<file path="src/rtl/instruction_fetch_unit_pkg.sv">
// Shared MIPS definitions for the fetch stage: opcode field values,
// fetch FSM state encoding and the default reset PC.
package mips_defs;

  localparam logic [5:0] OP_J   = 6'h02;
  localparam logic [5:0] OP_BEQ = 6'h04;

  typedef enum logic [1:0] {
    ST_IDLE  = 2'd0,
    ST_FETCH = 2'd1,
    ST_HOLD  = 2'd2
  } fetch_state_t;

  localparam logic [31:0] DEFAULT_RESET_PC = 32'h0000_0000;

endpackage

</file>
<file path="src/rtl/instruction_fetch_unit_if.sv">
// Fetch-stage bus: instruction-memory req/ready handshake, the
// valid/ready handoff to decode/execute, and decode feedback for next PC.
// master = fetch unit, slave = memory/decode side.
interface instruction_fetch_unit_if #(
  parameter int ADDR_W = 32
);
  logic              imem_req;
  logic [ADDR_W-1:0] imem_addr;
  logic              imem_ready;
  logic [31:0]       imem_rdata;
  logic              instr_valid;
  logic              instr_ready;
  logic [31:0]       instr;
  logic [5:0]        opcode;
  logic [5:0]        function_code;
  logic [ADDR_W-1:0] pc_out;
  logic              beq;
  logic              zero;
  logic              jmp;

  modport master (
    output imem_req, imem_addr, instr_valid, instr, opcode, function_code, pc_out,
    input  imem_ready, imem_rdata, instr_ready, beq, zero, jmp
  );

  modport slave (
    input  imem_req, imem_addr, instr_valid, instr, opcode, function_code, pc_out,
    output imem_ready, imem_rdata, instr_ready, beq, zero, jmp
  );
endinterface

</file>
<file path="src/rtl/instruction_fetch_unit_next_pc_logic.sv">
// Combinational next-PC selection: sequential (pc+4), taken beq
// (pc+4 + sign-extended word offset) or jmp (pseudo-direct target).
// Jump has priority over branch; result is always word aligned.
module next_pc_logic #(
  parameter int ADDR_W = 32
) (
  input  logic [ADDR_W-1:0] pc,
  input  logic [31:0]       instr,
  input  logic              beq,
  input  logic              zero,
  input  logic              jmp,
  output logic [ADDR_W-1:0] next_pc
);
  logic [ADDR_W-1:0] pc4;
  logic [ADDR_W-1:0] branch_off;
  logic [ADDR_W-1:0] jump_target;
  logic [ADDR_W-1:0] sel_pc;

  assign pc4         = pc + ADDR_W'(4);
  assign branch_off  = {{(ADDR_W-18){instr[15]}}, instr[15:0], 2'b00};
  assign jump_target = {pc4[ADDR_W-1:28], instr[25:0], 2'b00};

  // Redirect mux; low two bits cleared so the PC can never go misaligned
  always_comb begin
    sel_pc = pc4;
    if (jmp)
      sel_pc = jump_target;
    else if (beq && zero)
      sel_pc = pc4 + branch_off;
    next_pc = {sel_pc[ADDR_W-1:2], 2'b00};
  end
endmodule

</file>
<file path="src/rtl/instruction_fetch_unit.sv">
// Fetch stage: owns the PC, requests words from instruction memory and
// presents them to decode/execute; the PC advances only when execute
// accepts. Optional performance counters are built when
// FETCH_PERF_CNT_EN is defined; otherwise the counter outputs read 0.
module instruction_fetch_unit
  import mips_defs::*;
#(
  parameter int                ADDR_W   = 32,
  parameter logic [ADDR_W-1:0] RESET_PC = DEFAULT_RESET_PC
) (
  input  logic                       clk,
  input  logic                       rst_n,
  instruction_fetch_unit_if.master   fetch_if,
  output logic [31:0]                fetch_count,
  output logic [31:0]                taken_count
);
  fetch_state_t      state_reg;
  logic [ADDR_W-1:0] pc_reg;
  logic [31:0]       instr_reg;
  logic              imem_req_reg;
  logic              instr_valid_reg;
  logic [ADDR_W-1:0] pc_next;
  logic              accept;

  // Execute takes the presented instruction this cycle
  assign accept = (state_reg == ST_HOLD) && fetch_if.instr_ready;

  next_pc_logic #(.ADDR_W(ADDR_W)) u_next_pc (
    .pc      (pc_reg),
    .instr   (instr_reg),
    .beq     (fetch_if.beq),
    .zero    (fetch_if.zero),
    .jmp     (fetch_if.jmp),
    .next_pc (pc_next)
  );

  // Fetch FSM with registered request/valid outputs, PC and instruction latch
  always_ff @(posedge clk or negedge rst_n) begin
    if (!rst_n) begin
      state_reg       <= ST_IDLE;
      pc_reg          <= RESET_PC;
      instr_reg       <= '0;
      imem_req_reg    <= 1'b0;
      instr_valid_reg <= 1'b0;
    end else begin
      case (state_reg)
        ST_IDLE: begin
          state_reg    <= ST_FETCH;
          imem_req_reg <= 1'b1;
        end
        ST_FETCH: begin
          if (fetch_if.imem_ready) begin
            instr_reg       <= fetch_if.imem_rdata;
            imem_req_reg    <= 1'b0;
            instr_valid_reg <= 1'b1;
            state_reg       <= ST_HOLD;
          end
        end
        ST_HOLD: begin
          if (fetch_if.instr_ready) begin
            pc_reg          <= pc_next;
            instr_valid_reg <= 1'b0;
            imem_req_reg    <= 1'b1;
            state_reg       <= ST_FETCH;
          end
        end
        default: begin
          state_reg       <= ST_IDLE;
          imem_req_reg    <= 1'b0;
          instr_valid_reg <= 1'b0;
        end
      endcase
    end
  end

  assign fetch_if.imem_req      = imem_req_reg;
  assign fetch_if.imem_addr     = pc_reg;
  assign fetch_if.instr_valid   = instr_valid_reg;
  assign fetch_if.instr         = instr_reg;
  assign fetch_if.opcode        = instr_reg[31:26];
  assign fetch_if.function_code = instr_reg[5:0];
  assign fetch_if.pc_out        = pc_reg;

`ifdef FETCH_PERF_CNT_EN
  logic [31:0] fetch_count_reg;
  logic [31:0] taken_count_reg;

  // Count accepted instructions and the redirects they caused
  always_ff @(posedge clk or negedge rst_n) begin
    if (!rst_n) begin
      fetch_count_reg <= '0;
      taken_count_reg <= '0;
    end else if (accept) begin
      fetch_count_reg <= fetch_count_reg + 32'd1;
      if (fetch_if.jmp || (fetch_if.beq && fetch_if.zero))
        taken_count_reg <= taken_count_reg + 32'd1;
    end
  end

  assign fetch_count = fetch_count_reg;
  assign taken_count = taken_count_reg;
`else
  assign fetch_count = '0;
  assign taken_count = '0;
  logic unused_accept;
  assign unused_accept = accept;
`endif
endmodule

</file>
<file path="src/flat_wrapper.sv">
// flat-port wrapper written by rule: the top's interface ports become plain ports
module instruction_fetch_unit_flat import mips_defs::*;
#(
  parameter int                ADDR_W   = 32,
  parameter logic [ADDR_W-1:0] RESET_PC = DEFAULT_RESET_PC
)
  (clk, rst_n, fetch_count, taken_count, fetch_if_imem_req, fetch_if_imem_addr, fetch_if_instr_valid, fetch_if_instr, fetch_if_opcode, fetch_if_function_code, fetch_if_pc_out, fetch_if_imem_ready, fetch_if_imem_rdata, fetch_if_instr_ready, fetch_if_beq, fetch_if_zero, fetch_if_jmp);
  instruction_fetch_unit_if #(.ADDR_W(ADDR_W)) fetch_if_i ();
  input  logic clk;
  input  logic rst_n;
  output logic [31:0] fetch_count;
  output logic [31:0] taken_count;
  output wire logic [$bits(fetch_if_i.imem_req)-1:0] fetch_if_imem_req;
  output wire logic [$bits(fetch_if_i.imem_addr)-1:0] fetch_if_imem_addr;
  output wire logic [$bits(fetch_if_i.instr_valid)-1:0] fetch_if_instr_valid;
  output wire logic [$bits(fetch_if_i.instr)-1:0] fetch_if_instr;
  output wire logic [$bits(fetch_if_i.opcode)-1:0] fetch_if_opcode;
  output wire logic [$bits(fetch_if_i.function_code)-1:0] fetch_if_function_code;
  output wire logic [$bits(fetch_if_i.pc_out)-1:0] fetch_if_pc_out;
  input wire logic [$bits(fetch_if_i.imem_ready)-1:0] fetch_if_imem_ready;
  input wire logic [$bits(fetch_if_i.imem_rdata)-1:0] fetch_if_imem_rdata;
  input wire logic [$bits(fetch_if_i.instr_ready)-1:0] fetch_if_instr_ready;
  input wire logic [$bits(fetch_if_i.beq)-1:0] fetch_if_beq;
  input wire logic [$bits(fetch_if_i.zero)-1:0] fetch_if_zero;
  input wire logic [$bits(fetch_if_i.jmp)-1:0] fetch_if_jmp;
  assign fetch_if_imem_req = fetch_if_i.imem_req;
  assign fetch_if_imem_addr = fetch_if_i.imem_addr;
  assign fetch_if_instr_valid = fetch_if_i.instr_valid;
  assign fetch_if_instr = fetch_if_i.instr;
  assign fetch_if_opcode = fetch_if_i.opcode;
  assign fetch_if_function_code = fetch_if_i.function_code;
  assign fetch_if_pc_out = fetch_if_i.pc_out;
  assign fetch_if_i.imem_ready = fetch_if_imem_ready;
  assign fetch_if_i.imem_rdata = fetch_if_imem_rdata;
  assign fetch_if_i.instr_ready = fetch_if_instr_ready;
  assign fetch_if_i.beq = fetch_if_beq;
  assign fetch_if_i.zero = fetch_if_zero;
  assign fetch_if_i.jmp = fetch_if_jmp;
  instruction_fetch_unit #(.ADDR_W(ADDR_W), .RESET_PC(RESET_PC)) u_core (.clk(clk), .rst_n(rst_n), .fetch_if(fetch_if_i), .fetch_count(fetch_count), .taken_count(taken_count));
endmodule
</file>
<file path="config.mk">
export PLATFORM = sky130hd
export DESIGN_NAME = instruction_fetch_unit_flat
export DESIGN_NICKNAME = d
export VERILOG_FILES = /design/src/rtl/instruction_fetch_unit_pkg.sv /design/src/rtl/instruction_fetch_unit_if.sv /design/src/rtl/instruction_fetch_unit_next_pc_logic.sv /design/src/rtl/instruction_fetch_unit.sv /design/src/flat_wrapper.sv
export SDC_FILE = /design/constraint.sdc
export NUM_CORES = 1
export LEC_CHECK = 0
export BUFFER_PORTS_ARGS = -buffer_cell sky130_fd_sc_hd__buf_4
export CAP_MARGIN = 0
export CELL_PAD_IN_SITES_DETAIL_PLACEMENT = 1
export CELL_PAD_IN_SITES_GLOBAL_PLACEMENT = 2
export CORE_ASPECT_RATIO = 1.25
export CORE_UTILIZATION = 33
export CTS_CLUSTER_DIAMETER = 30
export CTS_CLUSTER_SIZE = 12
export DETAILED_ROUTE_END_ITERATION = 8
export PLACE_DENSITY_LB_ADDON = 0.1
export SYNTH_ARGS = -nofsm -noshare
export SYNTH_HDL_FRONTEND = slang
export SYNTH_HIERARCHICAL = 1
export SYNTH_SLANG_ARGS = --single-unit
</file>
<file path="constraint.sdc">
create_clock -name clk -period 5.63 [get_ports clk]
set_clock_uncertainty 0.15 [all_clocks]
set_input_delay 0.563 -clock clk [delete_from_list [all_inputs] [get_ports clk]]
set_output_delay 0.563 -clock clk [all_outputs]
set_load 0.005 [all_outputs]
</file>
* Word level (Yosys, flattened, before mapping) *
Index checks and enable logic that the tools add are counted.

word-level totals
  bits in registers = 66
  input bits = 39

operators by class
  bitwise logic cells = 1
  muxes and demuxes = 11
  add/subtract/negate cells = 2
  reduce and logical (&&, ||, !) cells = 6
  equal/unequal tests = 4

operators by type and width
  cell                                                              number
  32-bit two-way mux                                                2
  32-bit by 3-bit adder with 32-bit output (second input constant)  1
  32-bit adder                                                      1
  1-bit one-hot mux with 3 select lines                             2
  2-bit one-hot mux with 3 select lines                             1
  2-bit AND reduction                                               3
  1-bit two-way mux                                                 4
  2-bit two-way mux                                                 2
  2-bit != test (second input constant)                             2
  3-bit AND reduction                                               1
  2-bit by 1-bit == test with 1-bit output (second input constant)  1
  2-bit == test (second input constant)                             1
  2-bit logical NOT                                                 1
  1-bit logical AND                                                 1
  1-bit NOT                                                         1

* Depth between registers and ports, before layout *
Gate-level depths: netlist of run 1.

  depth after elaboration = 4
  mapped depth = 15

* Modules after synthesis *
Netlist of run 1, hierarchy kept.

modules (own cells, without submodules)
  module                  times used  area an instance (um^2)  cells an instance  sequential area each (um^2)
  instruction_fetch_unit  1           3,483.3                  254                1,676.6
  next_pc_logic           1           3,139.3                  466                0.0

* Worst setup path after synthesis of run 1 *
OpenSTA, ideal clock, no wires.

  kind = flip-flop to flip-flop
  start point = register u_core.pc_reg[8], in the netlist u_core/fetch_if.imem_addr[8]
  end point = register u_core.pc_reg[30], in the netlist u_core/fetch_if.imem_addr[30]
  path slack = 2.096 ns
  period minus slack after synthesis = 3.534 ns
  arrival time = 3.259 ns
  data required time = 5.355 ns
  stages on the path, launching flop included = 15
  path through = dfrtp_1 > and4_1 > buf_4 > nand4_4 > nor4_1 > xnor2_1 > ha_1 > clkbuf_1 > nand2_1 > o21ai_0 > a2111oi_0 > o21ai_0 > nor3_1 > o32ai_1 > mux2_2

on the way
  word-level cells in the longest chain between the ends = 4

ends and longest elaborated chain
  what                                          RTL line                                    RTL
  start, declared                               instruction_fetch_unit.sv:18                logic [ADDR_W-1:0] pc_reg;
  start signal, assigned                        instruction_fetch_unit.sv:61                pc_reg <= pc_next;
  32-bit by 3-bit adder with 32-bit output (*)  instruction_fetch_unit_next_pc_logic.sv:19  assign pc4 = pc + ADDR_W'(4);
  32-bit adder                                  instruction_fetch_unit_next_pc_logic.sv:29  sel_pc = pc4 + branch_off;
  32-bit two-way mux                            instruction_fetch_unit_next_pc_logic.sv:28  else if (beq && zero)
  32-bit two-way mux (*)                        instruction_fetch_unit_next_pc_logic.sv:26  if (jmp)
  net u_core.pc_next[30]                        instruction_fetch_unit.sv:22                logic [ADDR_W-1:0] pc_next;

The timed path passes the listed nets; every way through them passes the cells marked *.
A chain may end at the register's enable or synchronous reset.

* Worst setup path after layout of run 1 *
  start point = register u_core.pc_reg[4], in the netlist u_core/fetch_if.imem_addr[4]
  end point = register u_core.pc_reg[30], in the netlist u_core/fetch_if.imem_addr[30]

The elaborated chain is that of the path after synthesis.

==> flow_summary.yaml, run 1 <==
routing:
  drt-total-wl_um: 22290
  drc: 0
  postRouteAntennaNets: 0
  firstDrtPassIters: 4
  drt_iter0_drc: 202
  wl_per_cell_um: 20.66
  viasPerCell: 5.135
  num_vias: 5541
clock_tree:
  cts_hold_buf: 0
  clkSlewWorstSetupHoldPaths_ns: 0.06
  clock-sinks: 67
  clkLatencyLatePin_ns: 0.35
  cts_max_level: 3
  cts_root_buffer: "clkbuf_16"
  cts_tree: "yes"
  cts_buffers: 9
  clk_path_buf_depth: 2
  postCtsSetupRepairBufs: 0
  cts_resized: 0
critical_path:
  crit_start: "u_core/fetch_if.imem_addr[4]"
  critPathArrivalTime_ns: 4.60
  endpoint: "u_core/fetch_if.imem_addr[30]"
  cpPeakStageDelay_ns: 0.67
  critPathLaunchType: "flop"
  worstRegToRegCells: 12
  end_kind: "flop"
  cp_max_fo: 9
  crit_slowest_cell: "a2111oi_0"
  worstReg2RegStart: "u_core/fetch_if.imem_addr[4]"
  worst-setup-path-type: "reg2reg"
  crit_required_ns: 5.71
  worstPathCellList: "and4_1 -> nand4_1 -> nor3_1 -> xnor2_1 -> ha_1 -> a21oi_1 -> o21ai_0 -> a2111oi_0 -> o21ai_0 -> nor3_1 -> o32ai_1 -> mux2_2"
  r2r_slack_ns: 1.10
  r2r-end: "u_core/fetch_if.imem_addr[30]"
timing:
  fin_setup_tns_ns: 0
  grt_setup_unrepaired: "false"
  fin_crit_ns: 4.527
  final-setup-viol-count: 0
  hold_viol: 0
  timing.slew.headroom: 0.3478
  fmaxAchievable_ghz: 0.2209
  setup_ws_ns: 1.103
  tightestPinTransition_ns: 0.9783
  hold_ws_ns: 0.2060
  slew_viol_final: 0
  period_share: 0.8041
floorplanning:
  die-area_mm2: 0.02064
  start_util: 0.3389
  fp.dieW_um: 128.7
  ios: 213
  num_rows: 57
  coreArea_mm2: 0.01954
  die_y_um: 160.4
outcome:
  status: "finished clean"
global_routing:
  grt_antenna_before_repair: 0
  grt_max_degree: 68
  grtUsageTotal: 0.2191
  first_global_vias: 5637
  grt.overflow.total: 0
  grt_pass1_wl_um: 33890
synth:
  synth_edf_count: 0
  synth_cell_type_count: 75
  yosysTopAreaCellShare: 0.2532
  syn_area_mm2: 0.006623
  yosys_register_bits: 67
  netlist_top_cells_area: "dfrtp_1, buf_4, mux2_4"
  yosys_warnings: 6
  synth_top_cell_by_area: "dfrtp_1"
  postSynthCellCount: 720
  synthArstFlopShare: 1.000
  yosys_most_used_dff: "dfrtp_1"
  ys_seq_area_frac: 0.2532
  avgSynthCellArea_um2: 9.198
finish:
  n_fill_cell: 2352
  layout-drive-gt1-share: 0.3096
  diodes: 0
  seqCellArea_mm2: 0.001677
  post-route-util: 0.3897
  multi_input_area_mm2: 0.004124
  area_growth_pct: 15.00
  final_cells: 1079
  nNetsFinal: 886
power:
  powerDensity_mw_per_mm2: 697.2
  switchingPower_mw: 2.561
  clkPwrFrac: 0.108
  swShare: 0.4822
  seqPwrFrac: 0.215
  pwr-share-comb: 0.677
  peakVddDrop_v: 0.0002348
  p_int_mw: 2.750
  p_leak_nw: 3.616
run:
  cap_viol_max_count: 0
place:
  dp_cells: 1063
  port_buffers: 148
  routabilityCongestion: 0.8587
  place_hpwl_um: 16890
  pre_cts_ws_ns: 1.200
hold_path:
  hp-class: "in2async"
-- per-layer routing --
layer / wire (um) / vias up / global-route usage
met5: 0 / - / 0
met4: 515 / 0 / 0.07326
met3: 768 / 24 / 0.02632
met2: 11870 / 157 / 0.4025
met1: 9135 / 2746 / 0.2595
li1: - / 2614 / -
-- power by group through the flow --
stage | sequential [mW] | clock [mW] | combinational, mW
2_1_floorplan | 1.04 | 0 | 2.54
3_3_place_gp | 1.14 | 0 | 3.53
3_5_place_dp | 1.16 | 0 | 3.57
4_1_cts | 1.16 | 0.595 | 3.60
5_1_grt | 1.20 | 0.610 | 3.92
6_report | 1.14 | 0.574 | 3.59
-- worst min path at each step --
stage	end	from	depth (start not counted)
floorplan	u_core/fetch_if.imem_addr[0]	rst_n	0
global placement	u_core/fetch_if.instr_valid	u_core/fetch_if.instr_valid	1
detailed placement	u_core/fetch_if.instr_valid	u_core/fetch_if.instr_valid	1
CTS	u_core/fetch_if.imem_addr[21]	rst_n	1
global route	u_core/fetch_if.instr[9]	fetch_if_imem_rdata[9]	2
finish	u_core/fetch_if.imem_addr[21]	rst_n	1
-- through the flow --
step                cell area, um2  total power, mW
floorplan                     6863            3.576
global placement              7330            4.669
detailed placement            7330            4.729
CTS                           7616            5.350
global route                  7616            5.729
finish                        7616            5.310
-- synth_stat cells (all sizes together), types with 18 or more instances --
cell type  count
xnor2         23
nand2         53
nor3          21
nand3         21
ha            37
nand4         18
a21oi         48
buf          125
dfrtp         67
nor2          25
o21ai         23
xor2          20
mux2          66
-- layout by cell type, fill, tap and decap left out, drive strengths merged, types with 8 or more instances in the layout --
cell type,n
nor3,21
ha,37
a211oi,9
clkbuf,10
nor4,8
a21o,13
and2,8
buf,151
dfrtp,67
o22ai,11
xor2,20
o21ai,23
inv,19
xnor2,23
and4,8
mux2,66
conb,66
a21oi,48
nand3,21
nand4,18
o211ai,9
nor2,25
nand2,53
-- worst max-delay path: cells and delay by family, from the launching register on --
| family | cells | cell delay (ns) |
|---|---|---|
| mux | 1 | 0.33 |
| flops | 1 | 0.47 |
| compound gates | 5 | 1.37 |
| fa+ha+maj | 1 | 0.36 |
| xor+xnor | 1 | 0.29 |
| simple gates | 4 | 1.44 |
-- cells by family after synthesis --
group | after synthesis | synth area share
AND/OR/NAND/NOR | 188 | 0.1568
buffers and inverters | 154 | 0.1604
flip-flops | 67 | 0.2532
XOR/XNOR | 43 | 0.05687
other | 2 | 0.001134
multiplexers | 70 | 0.1364
AO/OA/AOI/OAI | 158 | 0.1623
adder cells (fa/ha/maj) | 38 | 0.07293
-- layout make-up --
class,count,share of cell area
multi-input cells,563,0.5415
repair buffers,151,0.1488
clock inverters,6,0.006243
well taps,265,0.04354
flip-flops and latches,67,0.2201
clock buffers,10,0.03138
inverters,17,0.008379
(Power assumes the default switching activity.)
==> inputs of run 2 (changes only) <==
- ABC_AREA: not set -> 1
- CORE_UTILIZATION: 33 -> 28
- clock period: 5.63 -> 4.51 ns (I/O delays scaled with it)
==> flow_summary.yaml, run 2 <==
timing:
  period_share: 0.8752
  timing.slew.headroom: 0.3517
  fin_crit_ns: 3.947
  fin_setup_tns_ns: 0
  setup_ws_ns: 0.5629
  final-setup-viol-count: 0
  hold_viol: 0
  tightestPinTransition_ns: 0.9725
  fmaxAchievable_ghz: 0.2534
  slew_viol_final: 0
  grt_setup_unrepaired: "false"
routing:
  viasPerCell: 4.553
  postRouteAntennaNets: 0
  wl_per_cell_um: 17.79
  firstDrtPassIters: 4
  drt-total-wl_um: 29050
  drt_iter0_drc: 308
  drc: 0
  num_vias: 7435
finish:
  nNetsFinal: 1365
  area_growth_pct: 15.37
  final_common_cell: "nand2_1"
  design_area_mm2: 0.008605
  final_cell_mix: "nand2_1, inv_1, buf_4"
  layout-drive-gt1-share: 0.1817
  diodes: 0
power:
  peakVddDrop_v: 0.0002975
  clkPwrFrac: 0.135
  pwr-share-comb: 0.639
  switchingPower_mw: 3.210
  p_int_mw: 2.907
  swShare: 0.5248
  p_leak_nw: 4.812
  powerDensity_mw_per_mm2: 711.0
  seqPwrFrac: 0.226
floorplanning:
  ios: 213
  num_rows: 66
  start_util: 0.2858
  die-area_mm2: 0.02730
  die_y_um: 184.5
  coreArea_mm2: 0.02610
  fp.dieW_um: 148.0
critical_path:
  worstReg2RegStart: "u_core/fetch_if.imem_addr[2]"
  cp_top_family: "simple AND/OR/NAND/NOR gates"
  crit_required_ns: 4.62
  path_depth: 18
  worst-setup-path-type: "reg2reg"
  critPathLaunchType: "flop"
  cp_max_fo: 8
  cpPeakStageDelay_ns: 0.54
  worstPathCellList: "ha_1 -> nand3_1 -> inv_1 -> nand2_1 -> nor2_1 -> xor2_1 -> inv_1 -> ha_1 -> nand2_1 -> nor2_1 -> inv_1 -> nor2_1 -> nand3b_1 -> nand4_1 -> nand3_1 -> a21oi_1 -> inv_1 -> o21ai_2"
  critPathArrivalTime_ns: 4.05
  endpoint: "u_core/fetch_if.imem_addr[21]"
  end_kind: "flop"
  r2r-end: "u_core/fetch_if.imem_addr[21]"
  worstRegToRegCells: 18
  crit_buf_inv: 4
  r2r_slack_ns: 0.56
  worst_path_most_repeated_cell: "inv_1"
  crit_slowest_cell: "dfrtp_1"
  crit_start: "u_core/fetch_if.imem_addr[2]"
synth:
  yosysMostFrequentCell: "nand2_1"
  synth_cell_type_count: 41
  postSynthCellCount: 1194
  yosys_register_bits: 67
  yosys_most_used_dff: "dfrtp_1"
  synthArstFlopShare: 1.000
  syn_area_mm2: 0.007458
  yosys_warnings: 6
  synthTopCellsByCount: "nand2_1, inv_1, buf_4"
  synth_top_cell_by_area: "dfrtp_1"
  synth_edf_count: 0
  yosysTopAreaCellShare: 0.2248
  netlist_top_cells_area: "dfrtp_1, nand2_1, buf_4"
  avgSynthCellArea_um2: 6.247
  ys_seq_area_frac: 0.2248
global_routing:
  grt.overflow.total: 0
  grt_antenna_before_repair: 0
  grt_pass1_wl_um: 44730
  grtUsageTotal: 0.2193
  grt_max_degree: 68
  first_global_vias: 7763
hold_path:
  hp-class: "in2async"
place:
  routabilityCongestion: 0.8346
  place_hpwl_um: 24010
  dpl_cell_area_mm2: 0.008274
  port_buffers: 148
  pre_cts_ws_ns: 0.5745
outcome:
  status: "finished clean"
clock_tree:
  clkSlewWorstSetupHoldPaths_ns: 0.08
  clock-sinks: 67
  cts_buffers: 9
  cts_tree: "yes"
  cts_resized: 0
  clk_path_buf_depth: 2
  cts_root_buffer: "clkbuf_16"
  clkLatencyLatePin_ns: 0.35
  cts_max_level: 3
  cts_hold_buf: 0
  postCtsSetupRepairBufs: 0
run:
  cap_viol_max_count: 0
## run 2: cell types whose count changed in the layout (fill, tap and decap cells not counted), moves of 9 or more
cell,previous run,this run
nor2_1,25,96
xnor2_1,23,5
nand2_1,53,406
a211oi_1,9,0
o21ai_0,22,13
o21ai_2,0,32
nor3_1,21,10
a21o_1,13,1
mux2_4,32,0
o22ai_1,11,0
nand3_1,20,99
mux2_2,33,0
inv_1,16,168
a21oi_1,48,35
## run 2: final cells by class
cell class | count | area, um2
multi-input combinational | 883 | 4369
inverter | 174 | 654.4
timing repair buffer | 153 | 1149
tap | 340 | 425.4
sequential | 67 | 1677
clock buffer | 9 | 225.2
fill | 3459 | 17490
clock inverter | 7 | 105.1
## run 2: how the worst min path moves through the flow
stage / from / to / slack, ns / cells past startpoint
2_1_floorplan: rst_n / u_core/fetch_if.imem_addr[0] / 0.005 / 0
3_3_place_gp: u_core/fetch_if.instr[20] / u_core/fetch_if.instr[20] / 0.35 / 2
3_5_place_dp: u_core/fetch_if.instr[30] / u_core/fetch_if.instr[30] / 0.35 / 2
4_1_cts: rst_n / u_core/fetch_if.instr[26] / 0.15 / 1
5_1_grt: rst_n / u_core/fetch_if.instr[26] / 0.18 / 1
6_report: rst_n / u_core/fetch_if.instr[30] / 0.10 / 1
## run 2: layer usage
metal | share of wire | routed length, um | GRT usage | up-vias
li1 | - | - | - | 3710
met1 | 0.42 | 12330 | 0.2563 | 3524
met2 | 0.51 | 14920 | 0.4058 | 170
met3 | 0.033 | 958 | 0.02797 | 31
met4 | 0.029 | 847 | 0.07670 | 0
met5 | 0 | 0 | 0 | -
## run 2: kinds of logic after synthesis
logic type | share of synthesized area
AND/OR/NAND/NOR | 0.3754
buffers and inverters | 0.2216
AO/OA/AOI/OAI | 0.08472
flip-flops | 0.2248
adder cells (fa/ha/maj) | 0.06475
XOR/XNOR | 0.02768
other | 0.001007
## run 2: power by group through the flow
stage | combinational, mW | clock (mW) | sequential, mW
final | 3.91 | 0.827 | 1.38
after floorplan | 2.62 | 0 | 1.23
after global placement | 3.93 | 0 | 1.40
after CTS | 3.99 | 0.846 | 1.40
after global routing | 4.42 | 0.866 | 1.45
after detailed placement | 3.97 | 0 | 1.41
## run 2: per-stage QoR
stage          cells  total power [mW]    util  hold WS (ns)
2_1_floorplan   1258             3.855       -      0.005409
3_3_place_gp    1617             5.338  0.3171        0.3465
3_5_place_dp    1617             5.374  0.3171        0.3515
4_1_cts         1633             6.233  0.3297        0.1463
5_1_grt         1633             6.740  0.3297        0.1840
6_report        1633             6.118  0.3297        0.1036
==> inputs of run 3 (changes only) <==
- PLACE_DENSITY: not set -> 0.81
- PLACE_DENSITY_LB_ADDON: 0.1 -> not set
- REMOVE_ABC_BUFFERS: not set -> 1
==> flow_summary.yaml, run 3 (same netlist as run 2, synthesis figures left out) <==
floorplanning:
  ios: 213
  fp.dieW_um: 148.0
  start_util: 0.2858
  die_y_um: 184.5
  coreArea_mm2: 0.02610
  die-area_mm2: 0.02730
  num_rows: 66
critical_path:
  cp_max_fo: 8
  worstReg2RegStart: "u_core/fetch_if.imem_addr[2]"
  crit_start: "u_core/fetch_if.imem_addr[2]"
  critPathArrivalTime_ns: 4.00
  r2r_slack_ns: 0.57
  worst-setup-path-type: "reg2reg"
  crit_required_ns: 4.57
  critPathLaunchType: "flop"
  worstRegToRegCells: 16
  r2r-end: "u_core/fetch_if.imem_addr[15]"
  end_kind: "flop"
routing:
  wl_per_cell_um: 17.14
  num_vias: 7487
  drt_iter0_drc: 375
  viasPerCell: 4.579
  postRouteAntennaNets: 0
  drt-total-wl_um: 28030
  firstDrtPassIters: 4
  drc: 0
finish:
  final_common_cell: "nand2_1"
  diodes: 0
  area_growth_pct: 14.90
  multi_input_area_mm2: 0.004369
  seqCellArea_mm2: 0.001677
  n_fill_cell: 3464
  nNetsFinal: 1367
  final_cell_mix: "nand2_1, inv_1, buf_4"
  layout-drive-gt1-share: 0.1830
place:
  routabilityCongestion: 0.9230
  place_hpwl_um: 22410
  pre_cts_ws_ns: 0.6442
  port_buffers: 148
timing:
  setup_ws_ns: 0.5669
  fin_setup_tns_ns: 0
  final-setup-viol-count: 0
  hold_viol: 0
  slew_viol_final: 0
  hold_ws_ns: 0.1687
  fin_crit_ns: 3.943
  grt_setup_unrepaired: "false"
  period_share: 0.8743
  tightestPinTransition_ns: 0.9697
  fmaxAchievable_ghz: 0.2536
  timing.slew.headroom: 0.3535
power:
  peakVddDrop_v: 0.0002644
  powerDensity_mw_per_mm2: 695.6
  clkPwrFrac: 0.118
  switchingPower_mw: 3.164
  p_leak_nw: 4.806
  p_int_mw: 2.797
  swShare: 0.5308
  seqPwrFrac: 0.227
  pwr-share-comb: 0.655
clock_tree:
  postCtsSetupRepairBufs: 0
  clkSlewWorstSetupHoldPaths_ns: 0.07
  clk_path_buf_depth: 2
  cts_root_buffer: "clkbuf_16"
  cts_resized: 0
  cts_buffers: 9
  cts_hold_buf: 1
  clock-sinks: 67
  clkLatencyLatePin_ns: 0.35
  cts_tree: "yes"
  cts_max_level: 3
global_routing:
  first_global_vias: 7506
  use_met2: 0.3745
  grt-busiest-layer: "met2"
  grt_max_degree: 65
  met3_usage: 0.02450
  grt.overflow.total: 0
  use_met1: 0.2539
  grtUsageTotal: 0.2114
  grt_pass1_wl_um: 43090
  grt_antenna_before_repair: 0
outcome:
  status: "finished clean"
hold_path:
  min_to: "u_core/fetch_if.instr[14]"
  hold_path_depth: 3
  min_from: "fetch_if_imem_rdata[14]"
  hp-class: "in2reg"
run:
  cap_viol_max_count: 0
## run 3: cell types whose count changed in the layout (fill, tap and decap cells not counted), moves of 2 or more
cell | previous run | this run
bufinv_16 | 2 | 0
clkinv_2 | 1 | 4
clkinv_4 | 0 | 2
inv_6 | 3 | 1
## run 3: worst max-delay path, cell delays in order (launching register included)
cell	delay (ns)
dfrtp_1	0.57
ha_1	0.22
nand3_1	0.11
nor2_2	0.27
nand2_1	0.17
xnor2_1	0.50
ha_1	0.29
nand2_1	0.13
nor2_1	0.33
and2_1	0.27
nand2_1	0.09
nand2_1	0.16
nand2_1	0.07
nand3_1	0.06
a31oi_1	0.07
inv_1	0.23
o21ai_2	0.09
## run 3: stage by stage
stage	cells	total power, mW	cell area [um2]	utilization
floorplan	1124	3.525	6700	-
global placement	1618	5.225	8282	0.3174
detailed placement	1618	5.297	8282	0.3174
CTS	1635	6.044	8569	0.3284
global route	1635	6.564	8569	0.3284
finish	1635	5.961	8569	0.3284
## run 3: per-layer routing
layer | up-vias | wire length [um]
met4 | 0 | 1078
met3 | 43 | 917
li1 | 3720 | -
met2 | 184 | 14040
met1 | 3540 | 11990
met5 | - | 0
## run 3: worst max-delay path by stage
stage	slack [ns]	end
6_report	0.57	u_core/fetch_if.imem_addr[15]
5_1_grt	0.21	u_core/fetch_if.imem_addr[31]
4_1_cts	0.63	u_core/fetch_if.imem_addr[15]
3_5_place_dp	0.64	u_core/fetch_if.imem_addr[15]
3_3_place_gp	0.66	u_core/fetch_if.imem_addr[15]
2_1_floorplan	1.54	u_core/fetch_if.imem_addr[30]
## run 3: area by class of cell
type | instances | share of cell area
multi-input cells | 883 | 0.5099
flip-flops and latches | 67 | 0.1956
repair buffers | 155 | 0.1361
inverters | 174 | 0.07636
well taps | 340 | 0.04964
clock buffers | 9 | 0.02628
clock inverters | 7 | 0.006132
## run 3: power groups by stage
stage / clock network, mW / registers (mW) / logic (mW)
after detailed placement: 0 / 1.38 / 3.92
after global placement: 0 / 1.36 / 3.86
after floorplan: 0 / 1.26 / 2.26
final: 0.702 / 1.35 / 3.90
after global routing: 0.749 / 1.42 / 4.39
after CTS: 0.734 / 1.37 / 3.94
